==> src/rtl/uart_ctrl_fifo_pkg.sv <==
// Shared types and helpers for the UART controller byte FIFO.
// The trigger-level decode lives here so TX and RX instances agree on thresholds.
package uart_ctrl_fifo_pkg;

  typedef enum logic [1:0] {
    TRIG_1         = 2'd0,
    TRIG_QTR       = 2'd1,
    TRIG_HALF      = 2'd2,
    TRIG_NEAR_FULL = 2'd3
  } trig_sel_e;

  function automatic int trig_level(trig_sel_e sel, int depth);
    case (sel)
      TRIG_1:    return 1;
      TRIG_QTR:  return depth / 4;
      TRIG_HALF: return depth / 2;
      default:   return depth - 2;
    endcase
  endfunction

endpackage

==> src/rtl/uart_ctrl_fifo_if.sv <==
// Bus between the UART controller (master) and one byte FIFO instance (slave).
interface uart_ctrl_fifo_if #(
  parameter int DATA_W = 8,
  parameter int DEPTH  = 16
);
  localparam int CNT_W = $clog2(DEPTH) + 1;

  // Handshake: push is accepted on a rising edge when the FIFO is not full, or when it is
  // full and pop is high on the same edge; pop is accepted when the FIFO is not empty.
  // rd_data holds the head entry whenever empty is low. clear overrides both requests.
  logic              clear;
  logic              push;
  logic [DATA_W-1:0] wr_data;
  logic              pop;
  logic [DATA_W-1:0] rd_data;
  logic              empty;
  logic              full;
  logic [CNT_W-1:0]  fifo_ptr;
  logic [1:0]        trig_sel;
  logic              trig;
  logic              overrun;
  logic              underrun;
  logic              clr_err;

  modport master (
    output clear, push, wr_data, pop, trig_sel, clr_err,
    input  rd_data, empty, full, fifo_ptr, trig, overrun, underrun
  );

  modport slave (
    input  clear, push, wr_data, pop, trig_sel, clr_err,
    output rd_data, empty, full, fifo_ptr, trig, overrun, underrun
  );

endinterface

==> src/rtl/uart_ctrl_fifo_mem.sv <==
// DEPTH x DATA_W register array: synchronous write, asynchronous read, no reset.
module uart_ctrl_fifo_mem #(
  parameter int DATA_W = 8,
  parameter int DEPTH  = 16,
  localparam int AW    = $clog2(DEPTH)
) (
  input  logic              clock,
  input  logic              we,
  input  logic [AW-1:0]     waddr,
  input  logic [DATA_W-1:0] wdata,
  input  logic [AW-1:0]     raddr,
  output logic [DATA_W-1:0] rdata
);

  logic [DATA_W-1:0] mem [DEPTH];

  always_ff @(posedge clock) begin
    if (we) mem[waddr] <= wdata;
  end

  assign rdata = mem[raddr];

endmodule

==> src/rtl/uart_ctrl_fifo.sv <==
// UART controller byte FIFO: pointers, occupancy count, error flags and trigger compare.
// DEPTH must be a power of two and at least 4 so the pointers wrap naturally.
module uart_ctrl_fifo
  import uart_ctrl_fifo_pkg::*;
#(
  parameter int DATA_W = 8,
  parameter int DEPTH  = 16
) (
  input  logic             clock,
  input  logic             reset_n,
  uart_ctrl_fifo_if.slave  bus
);

  localparam int AW    = $clog2(DEPTH);
  localparam int CNT_W = AW + 1;
  localparam logic [CNT_W-1:0] CNT_FULL = CNT_W'(DEPTH);

  logic [AW-1:0]    wr_ptr;
  logic [AW-1:0]    rd_ptr;
  logic [CNT_W-1:0] cnt;
  logic             overrun_q;
  logic             underrun_q;
  logic             empty_w;
  logic             full_w;
  logic             push_ok;
  logic             pop_ok;
  logic             overflow;

  // Flags decode only the count register, never the requests, so they cannot glitch.
  assign empty_w  = (cnt == '0);
  assign full_w   = (cnt == CNT_FULL);
  assign push_ok  = bus.push & (~full_w | bus.pop);
  assign pop_ok   = bus.pop & ~empty_w;
  assign overflow = bus.push & full_w & ~bus.pop;

  always_ff @(posedge clock or negedge reset_n) begin
    if (!reset_n) begin
      wr_ptr <= '0;
      rd_ptr <= '0;
      cnt    <= '0;
    end else if (bus.clear) begin
      wr_ptr <= '0;
      rd_ptr <= '0;
      cnt    <= '0;
    end else begin
      if (push_ok) wr_ptr <= wr_ptr + AW'(1);
      if (pop_ok)  rd_ptr <= rd_ptr + AW'(1);
      case ({push_ok, pop_ok})
        2'b10:   cnt <= cnt + CNT_W'(1);
        2'b01:   cnt <= cnt - CNT_W'(1);
        default: cnt <= cnt;
      endcase
    end
  end

  // A dropped push wins over clr_err on the same edge; clear leaves the sticky flag alone.
  always_ff @(posedge clock or negedge reset_n) begin
    if (!reset_n) begin
      overrun_q  <= 1'b0;
      underrun_q <= 1'b0;
    end else begin
      if (overflow & ~bus.clear) overrun_q <= 1'b1;
      else if (bus.clr_err)      overrun_q <= 1'b0;
      underrun_q <= ~bus.clear & bus.pop & empty_w;
    end
  end

  uart_ctrl_fifo_mem #(
    .DATA_W (DATA_W),
    .DEPTH  (DEPTH)
  ) u_mem (
    .clock (clock),
    .we    (push_ok & ~bus.clear),
    .waddr (wr_ptr),
    .wdata (bus.wr_data),
    .raddr (rd_ptr),
    .rdata (bus.rd_data)
  );

  assign bus.empty    = empty_w;
  assign bus.full     = full_w;
  assign bus.fifo_ptr = cnt;
  assign bus.overrun  = overrun_q;
  assign bus.underrun = underrun_q;
  assign bus.trig     = int'(cnt) >= trig_level(trig_sel_e'(bus.trig_sel), DEPTH);

endmodule

==> src/flat_wrapper.sv <==
// flat-port wrapper written by rule: the top's interface ports become plain ports
module uart_ctrl_fifo_flat import uart_ctrl_fifo_pkg::*;
#(
  parameter int DATA_W = 8,
  parameter int DEPTH  = 16
)
  (clock, reset_n, bus_clear, bus_push, bus_wr_data, bus_pop, bus_trig_sel, bus_clr_err, bus_rd_data, bus_empty, bus_full, bus_fifo_ptr, bus_trig, bus_overrun, bus_underrun);
  uart_ctrl_fifo_if #(.DATA_W(DATA_W), .DEPTH(DEPTH)) bus_i ();
  input  logic clock;
  input  logic reset_n;
  input wire logic [$bits(bus_i.clear)-1:0] bus_clear;
  input wire logic [$bits(bus_i.push)-1:0] bus_push;
  input wire logic [$bits(bus_i.wr_data)-1:0] bus_wr_data;
  input wire logic [$bits(bus_i.pop)-1:0] bus_pop;
  input wire logic [$bits(bus_i.trig_sel)-1:0] bus_trig_sel;
  input wire logic [$bits(bus_i.clr_err)-1:0] bus_clr_err;
  output wire logic [$bits(bus_i.rd_data)-1:0] bus_rd_data;
  output wire logic [$bits(bus_i.empty)-1:0] bus_empty;
  output wire logic [$bits(bus_i.full)-1:0] bus_full;
  output wire logic [$bits(bus_i.fifo_ptr)-1:0] bus_fifo_ptr;
  output wire logic [$bits(bus_i.trig)-1:0] bus_trig;
  output wire logic [$bits(bus_i.overrun)-1:0] bus_overrun;
  output wire logic [$bits(bus_i.underrun)-1:0] bus_underrun;
  assign bus_i.clear = bus_clear;
  assign bus_i.push = bus_push;
  assign bus_i.wr_data = bus_wr_data;
  assign bus_i.pop = bus_pop;
  assign bus_i.trig_sel = bus_trig_sel;
  assign bus_i.clr_err = bus_clr_err;
  assign bus_rd_data = bus_i.rd_data;
  assign bus_empty = bus_i.empty;
  assign bus_full = bus_i.full;
  assign bus_fifo_ptr = bus_i.fifo_ptr;
  assign bus_trig = bus_i.trig;
  assign bus_overrun = bus_i.overrun;
  assign bus_underrun = bus_i.underrun;
  uart_ctrl_fifo #(.DATA_W(DATA_W), .DEPTH(DEPTH)) u_core (.clock(clock), .reset_n(reset_n), .bus(bus_i));
endmodule
==> config.mk <==
export PLATFORM = sky130hd
export DESIGN_NAME = uart_ctrl_fifo_flat
export DESIGN_NICKNAME = d
export VERILOG_FILES = /design/src/rtl/uart_ctrl_fifo_pkg.sv /design/src/rtl/uart_ctrl_fifo_if.sv /design/src/rtl/uart_ctrl_fifo_mem.sv /design/src/rtl/uart_ctrl_fifo.sv /design/src/flat_wrapper.sv
export SDC_FILE = /design/constraint.sdc
export NUM_CORES = 1
export LEC_CHECK = 0
export BUFFER_PORTS_ARGS = -buffer_cell sky130_fd_sc_hd__buf_2
export CAP_MARGIN = 10
export CORE_ASPECT_RATIO = 1.75
export CORE_MARGIN = 2
export CORE_UTILIZATION = 35
export DETAILED_ROUTE_END_ITERATION = 7
export PLACE_DENSITY = 0.5
export SYNTH_ARGS = -nofsm -noshare
export SYNTH_HDL_FRONTEND = slang
export SYNTH_SLANG_ARGS = --single-unit
==> constraint.sdc <==
create_clock -name clock -period 4 [get_ports clock]
set_clock_uncertainty 0.05 [all_clocks]
set_input_delay 0.8 -clock clock [delete_from_list [all_inputs] [get_ports clock]]
set_output_delay 0.8 -clock clock [all_outputs]
set_load 0.005 [all_outputs]
Word level (Yosys, flattened, before mapping):

Memory sizes are Yosys's and may differ from the RTL's.
Index checks and enable logic that the tools add are counted.

* flip-flop bits (word level): 15
* RAM bits: 128
* input port bits: 16
* output and inout port bits: 18
* word-level logic and storage cells: 46
* memories: 1

Memory list
* u_core.u_mem.mem: words 16, bits a word 8, read ports 1, clocked after Yosys merged registers in 0, wr ports 1, RTL line uart_ctrl_fifo_mem.sv:15 `logic [DATA_W-1:0] mem [DEPTH];`

* add/subtract/negate cells: 4
* order comparisons: 1
* equal/unequal tests: 5
* mux-type cells: 11
* bitwise operators: 13
* reduce and logical (&&, ||, !) cells: 6

Operators with widths (count)
* 4-bit two-way mux: 4
* 4-bit one-hot mux with 3 select lines: 1
* 5-bit one-hot mux with 2 select lines: 1
* 4-bit by 1-bit adder with 4-bit output (second input constant): 2
* 1-bit bitwise AND: 8
* 2-bit nonzero test: 3
* 5-bit by 1-bit adder with 5-bit output (second input constant): 1
* 5-bit equality test (second input constant): 1
* 5-bit by 4-bit >= comparator with 1-bit output: 1
* 5-bit zero test: 1
* 5-bit two-way mux: 1
* 5-bit by 1-bit subtractor with 5-bit output (second input constant): 1
* 2-bit by 1-bit equality test with 1-bit output (second input constant): 2
* 2-bit equality test (second input constant): 2
* 1-bit two-way mux: 4
* 1-bit NOT: 4
* 3-bit nonzero test: 1
* 2-bit zero test: 1
* 1-bit OR: 1

Logic depth before layout (Yosys ltp):

* depth after elaboration: 7
* mapped depth: 10

Modules after synthesis:

From an unflattened synthesis, not the netlist that was laid out.

* cell total of the unflattened synthesis: 321
* area, all modules: 5905.7 sq um

By module, submodules not included
* uart_ctrl_fifo_mem: instances 1, cells an instance 221, area each 4987.3 sq um, sequential area each 3843.7 sq um
* uart_ctrl_fifo: instances 1, cells an instance 100, area each 918.4 sq um, sequential area each 375.4 sq um

Worst setup path after synthesis:

No wires, ideal clock.

* path type: reg-to-reg
* from: reg u_core.cnt[2] (netlist: u_core.bus.fifo_ptr[2])
* to: reg u_core.cnt[2] (netlist: u_core.bus.fifo_ptr[2])
* arrival: 2.597 ns
* slack: 1.228 ns
* cell stages (with the launch flop): 11
* path buffers: 2
* path through: dfrtp_1 -> buf_6 -> or4_4 -> buf_6 -> o21ai_0 -> o21ai_0 -> ha_1 -> nor4b_1 -> mux2i_1 -> a22oi_2 -> mux2_4

* longest elaborated chain between the ends: 7

RTL lines
* start, declared: RTL line uart_ctrl_fifo.sv:20 `logic [CNT_W-1:0] cnt;`
* start signal, assigned: RTL line uart_ctrl_fifo.sv:49 `2'b10: cnt <= cnt + CNT_W'(1);`
* start signal, assigned: RTL line uart_ctrl_fifo.sv:50 `2'b01: cnt <= cnt - CNT_W'(1);`
* start signal, assigned: RTL line uart_ctrl_fifo.sv:51 `default: cnt <= cnt;`
* 5-bit equality test: RTL line uart_ctrl_fifo.sv:31 `assign full_w = (cnt == CNT_FULL);`
* 1-bit NOT: RTL line uart_ctrl_fifo.sv:32 `assign push_ok = bus.push & (~full_w | bus.pop);`
* 1-bit OR: RTL line uart_ctrl_fifo.sv:32
* 1-bit bitwise AND: RTL line uart_ctrl_fifo.sv:32
* 2-bit by 1-bit equality test with 1-bit output / 2-bit equality test (equally long branches): RTL line uart_ctrl_fifo.sv:48 `case ({push_ok, pop_ok})`
* 5-bit one-hot mux with 2 select lines: RTL line uart_ctrl_fifo.sv:48
* 5-bit two-way mux: RTL line uart_ctrl_fifo.sv:41 `end else if (bus.clear) begin`

Several ways; a longest one is shown, not always the timed one.
A chain may end at the register's enable or synchronous reset.

Worst setup path after layout:

* from: reg u_core.rd_ptr[0]
* to: out bus_rd_data[7]

* longest elaborated chain between the ends: 1

RTL lines
* start, declared: RTL line uart_ctrl_fifo.sv:19 `logic [AW-1:0] rd_ptr;`
* start signal, assigned: RTL line uart_ctrl_fifo.sv:47 `if (pop_ok) rd_ptr <= rd_ptr + AW'(1);`
* memory 16 x 8 bit
* end, declared: RTL line flat_wrapper.sv:17 `output wire logic [$bits(bus_i.rd_data)-1:0] bus_rd_data;`

Every way passes these cells.

==> impl_metrics.env <==
export IMPL_grt_max_degree=22
export IMPL_syn_nets=346
export IMPL_multiInputGateArea_sq_um=1680
export IMPL_maxCapViolCount=0
export IMPL_max_freq_ghz=0.309
export IMPL_syn_to_final_growth_pct=18.0
export IMPL_seq_area_sq_um=4220
export IMPL_clock_latency_ps=410
export IMPL_cp_end_kind="output pin"
export IMPL_vias=3075
export IMPL_relSlewSlack_pct=47.9
export IMPL_grt_pass1_wl_um=19700
export IMPL_ys_seq_elements=143
export IMPL_grt_total_usage_pct=15.6
export IMPL_setup_viol=0
export IMPL_grt_overflow=0
export IMPL_p_comb_share_pct=16.9
export IMPL_first_pass_iters=4
export IMPL_ant_nets=0
export IMPL_critical_path_class="reg -> out"
export IMPL_cp_startpoint="u_core.rd_ptr[0]$_DFFE_PN0P_"
export IMPL_synth_main_ff_cell="edfxtp_1"
export IMPL_tritoncts="done"
export IMPL_synth_area_leaders="edfxtp_1 (64%), mux4_2 (15%), dfrtp_1 (6.2%), ha_1 (2.1%), nor2_1 (1.7%)"
export IMPL_period_share_pct=81.0
export IMPL_fin_crit_ps=3240
export IMPL_initial_utilization_pct=35.6
export IMPL_critical_path_arrival_ps=2390
export IMPL_synth_edf_count=128
export IMPL_place_gp_congestion=0.741
export IMPL_nNetsFinal=401
export IMPL_clkTransAtPathRegs_ps=70
export IMPL_cts_setup_buffers=0
export IMPL_synth_top_cell_by_area="edfxtp_1"
export IMPL_cts_sinks=143
export IMPL_intPower_mw=2.86
export IMPL_htreeDepth=4
export IMPL_report_final_slew_viol_count=0
export IMPL_io_pins=34
export IMPL_dpl_hpwl_um=8590
export IMPL_tns_ps=0
export IMPL_r2r_start="u_core.bus.fifo_ptr[2]$_DFFE_PN0P_"
export IMPL_swShare_pct=26.2
export IMPL_ys_seq_area_share_pct=70.0
export IMPL_cts_buffer_depth=2
export IMPL_place_area_sq_um=6540
export IMPL_path_cells="buf_4 -> mux4_2 -> mux4_2 -> buf_2"
export IMPL_cts_buffers=17
export IMPL_drive_gt1_share_pct=36.1
export IMPL_p_sw_mw=1.02
export IMPL_die_area_sq_um=18300
export IMPL_io_buffers=33
export IMPL_die_width_um=103
export IMPL_hold_buffers=0
export IMPL_synth_area_sq_um=6030
export IMPL_num_rows=63
export IMPL_via_per_inst=5.00
export IMPL_worst_slew_pin_slew_ps=782
export IMPL_required_ps=3150
export IMPL_start_kind="flip-flop"
export IMPL_syn_avg_cell_area_sq_um=18.8
export IMPL_yosysTopAreaCellShare_pct=63.7
export IMPL_synthArstFlopShare_pct=10.5
export IMPL_wl_um=13100
export IMPL_p_seq_share_pct=44.1
export IMPL_wl_per_cell_um=21.2
export IMPL_critPathMostFrequentCell="mux4_2"
export IMPL_synth_cells=320
export IMPL_total_leakage_power_nw=2.42
export IMPL_cts_resized=0
export IMPL_slowest_stage="mux4_2"
export IMPL_hold_violations=0
export IMPL_synth_distinct_cells=38
export IMPL_cpPeakStageDelay_ps=610
export IMPL_first_iter_violations=144
export IMPL_ys_warn_count=0
export IMPL_antennaDiodeCount=0
export IMPL_route_detailed_drc=0
export IMPL_clockPowerShare_pct=39.0
export IMPL_peakVddDrop_mv=0.315
export IMPL_status="finished clean"
export IMPL_fillers=1527
export IMPL_root_buffer="clkbuf_16"
export IMPL_cp_max_fo=21
export IMPL_power_density_nw_per_um2=546
export IMPL_core_area_sq_um=16900
export IMPL_antenna_found_initial=1
export IMPL_worstHoldPathType="in -> async"
export IMPL_die_h_um=178
export IMPL_final_cell_area_sq_um=7110
export IMPL_grt_pass1_vias=3230
export IMPL_rsz0062_at_grt="no"
==> layout by cell type, fill, tap and decap left out, drive strengths merged, types with 3 or more instances in the layout <==
cell type  count
nand2          9
ha            10
o211ai         4
mux2           3
edfxtp       128
a22oi          3
a21oi          3
mux2i          3
mux4          40
inv           17
dfrtp         15
a21o           3
nor2b          5
nand2b         6
xor2           4
o21ai          4
nor2          28
clkinvlp       4
nor3           6
buf           54
clkbuf        17
nor4b          3
==> routing by layer <==
layer	track usage (%)	vias up	share of wire, %
met5	0	-	0
met4	5.37	0	1.3
met3	3.58	10	3.2
met2	28.0	81	57
met1	17.7	1599	39
li1	-	1385	-
==> final timing paths <==
path                                                      end  slack [ps]  cells after the start
setup / recovery                               bus_rd_data[7]         760                      4
hold / removal                  u_core.bus.underrun$_DFF_PN0_         240                      1
setup reg to reg           u_core.bus.fifo_ptr[2]$_DFFE_PN0P_        1030                      8
hold reg to reg                u_core.bus.overrun$_DFFE_PN0P_         490                      2
max in group asynchronous        u_core.rd_ptr[0]$_DFFE_PN0P_        3350                      1
min in group clock             u_core.bus.overrun$_DFFE_PN0P_         490                      2
==> logic make-up (layout without fill, tap and decap cells) <==
logic type	count (synthesis)	count (layout)	share of synthesized area (%)
buffers and inverters	27	95	2.20
DFF	143	143	70.0
muxes	46	46	16.2
and+or+nand+nor	65	65	5.25
adders and majority gates	10	10	2.07
AOI/OAI and AO/OA	23	23	3.46
xor gates and xnor gates	6	6	0.871
==> layout make-up <==
class                           instances  area share, %
Timing Repair Buffer                   54           4.54
Clock inverter                         15           2.09
Tap cell                              227           3.99
Clock buffer                           17           5.98
Multi-Input combinational cell        150           23.6
Inverter                                9          0.475
Sequential cell                       143           59.3
==> power groups by stage <==
stage | clock network (mW) | logic (mW) | registers (mW)
after floorplan | 0 | 0.513 | 1.72
after global placement | 0 | 0.670 | 1.74
after detailed placement | 0 | 0.671 | 1.74
after CTS | 1.55 | 0.673 | 1.71
after global routing | 1.61 | 0.724 | 1.72
final | 1.51 | 0.656 | 1.71
==> cells in the mapped netlist, types with 2 or more instances <==
cell / instances
a21oi_1: 3
ha_1: 10
xor2_1: 4
and3_1: 2
nand2_1: 9
clkbuf_1: 8
buf_4: 4
nor4b_1: 3
o211ai_1: 2
o211ai_2: 2
mux2i_1: 3
nand2b_1: 6
nor2b_1: 5
a21o_1: 3
mux2_4: 3
a22oi_2: 3
a211o_1: 2
nor2_1: 28
buf_1: 3
nor3_1: 6
xnor2_1: 2
buf_6: 2
nand4_1: 2
nand3_1: 2
inv_1: 9
mux4_2: 40
o21ai_0: 2
edfxtp_1: 128
dfrtp_1: 15
==> worst max-delay path: cells and delay by family, from the launching register on <==
| family | cells | cell delay, ps |
|---|---|---|
| buf+inv | 2 | 520 |
| mux | 2 | 1100 |
| flops | 1 | 350 |
==> state kept, by name, summed over array words and instances, names as in the netlist <==
name	flops
u_core.u_mem.mem	128
u_core.bus.fifo_ptr	5
u_core.rd_ptr	4
u_core.wr_ptr	4
u_core.bus.overrun	1
u_core.bus.underrun	1
==> per-stage QoR <==
step	utilization (%)	hold slack (ps)	power, mW	setup WS [ps]	cells
after floorplan	-	454	2.24	1230	320
after global placement	38.6	475	2.41	1040	583
after detailed placement	38.6	480	2.42	1040	583
after CTS	42.0	251	3.93	700	615
after global routing	42.0	250	4.06	631	615
final	42.0	245	3.88	761	615
Power figures use the tool's default switching activity.
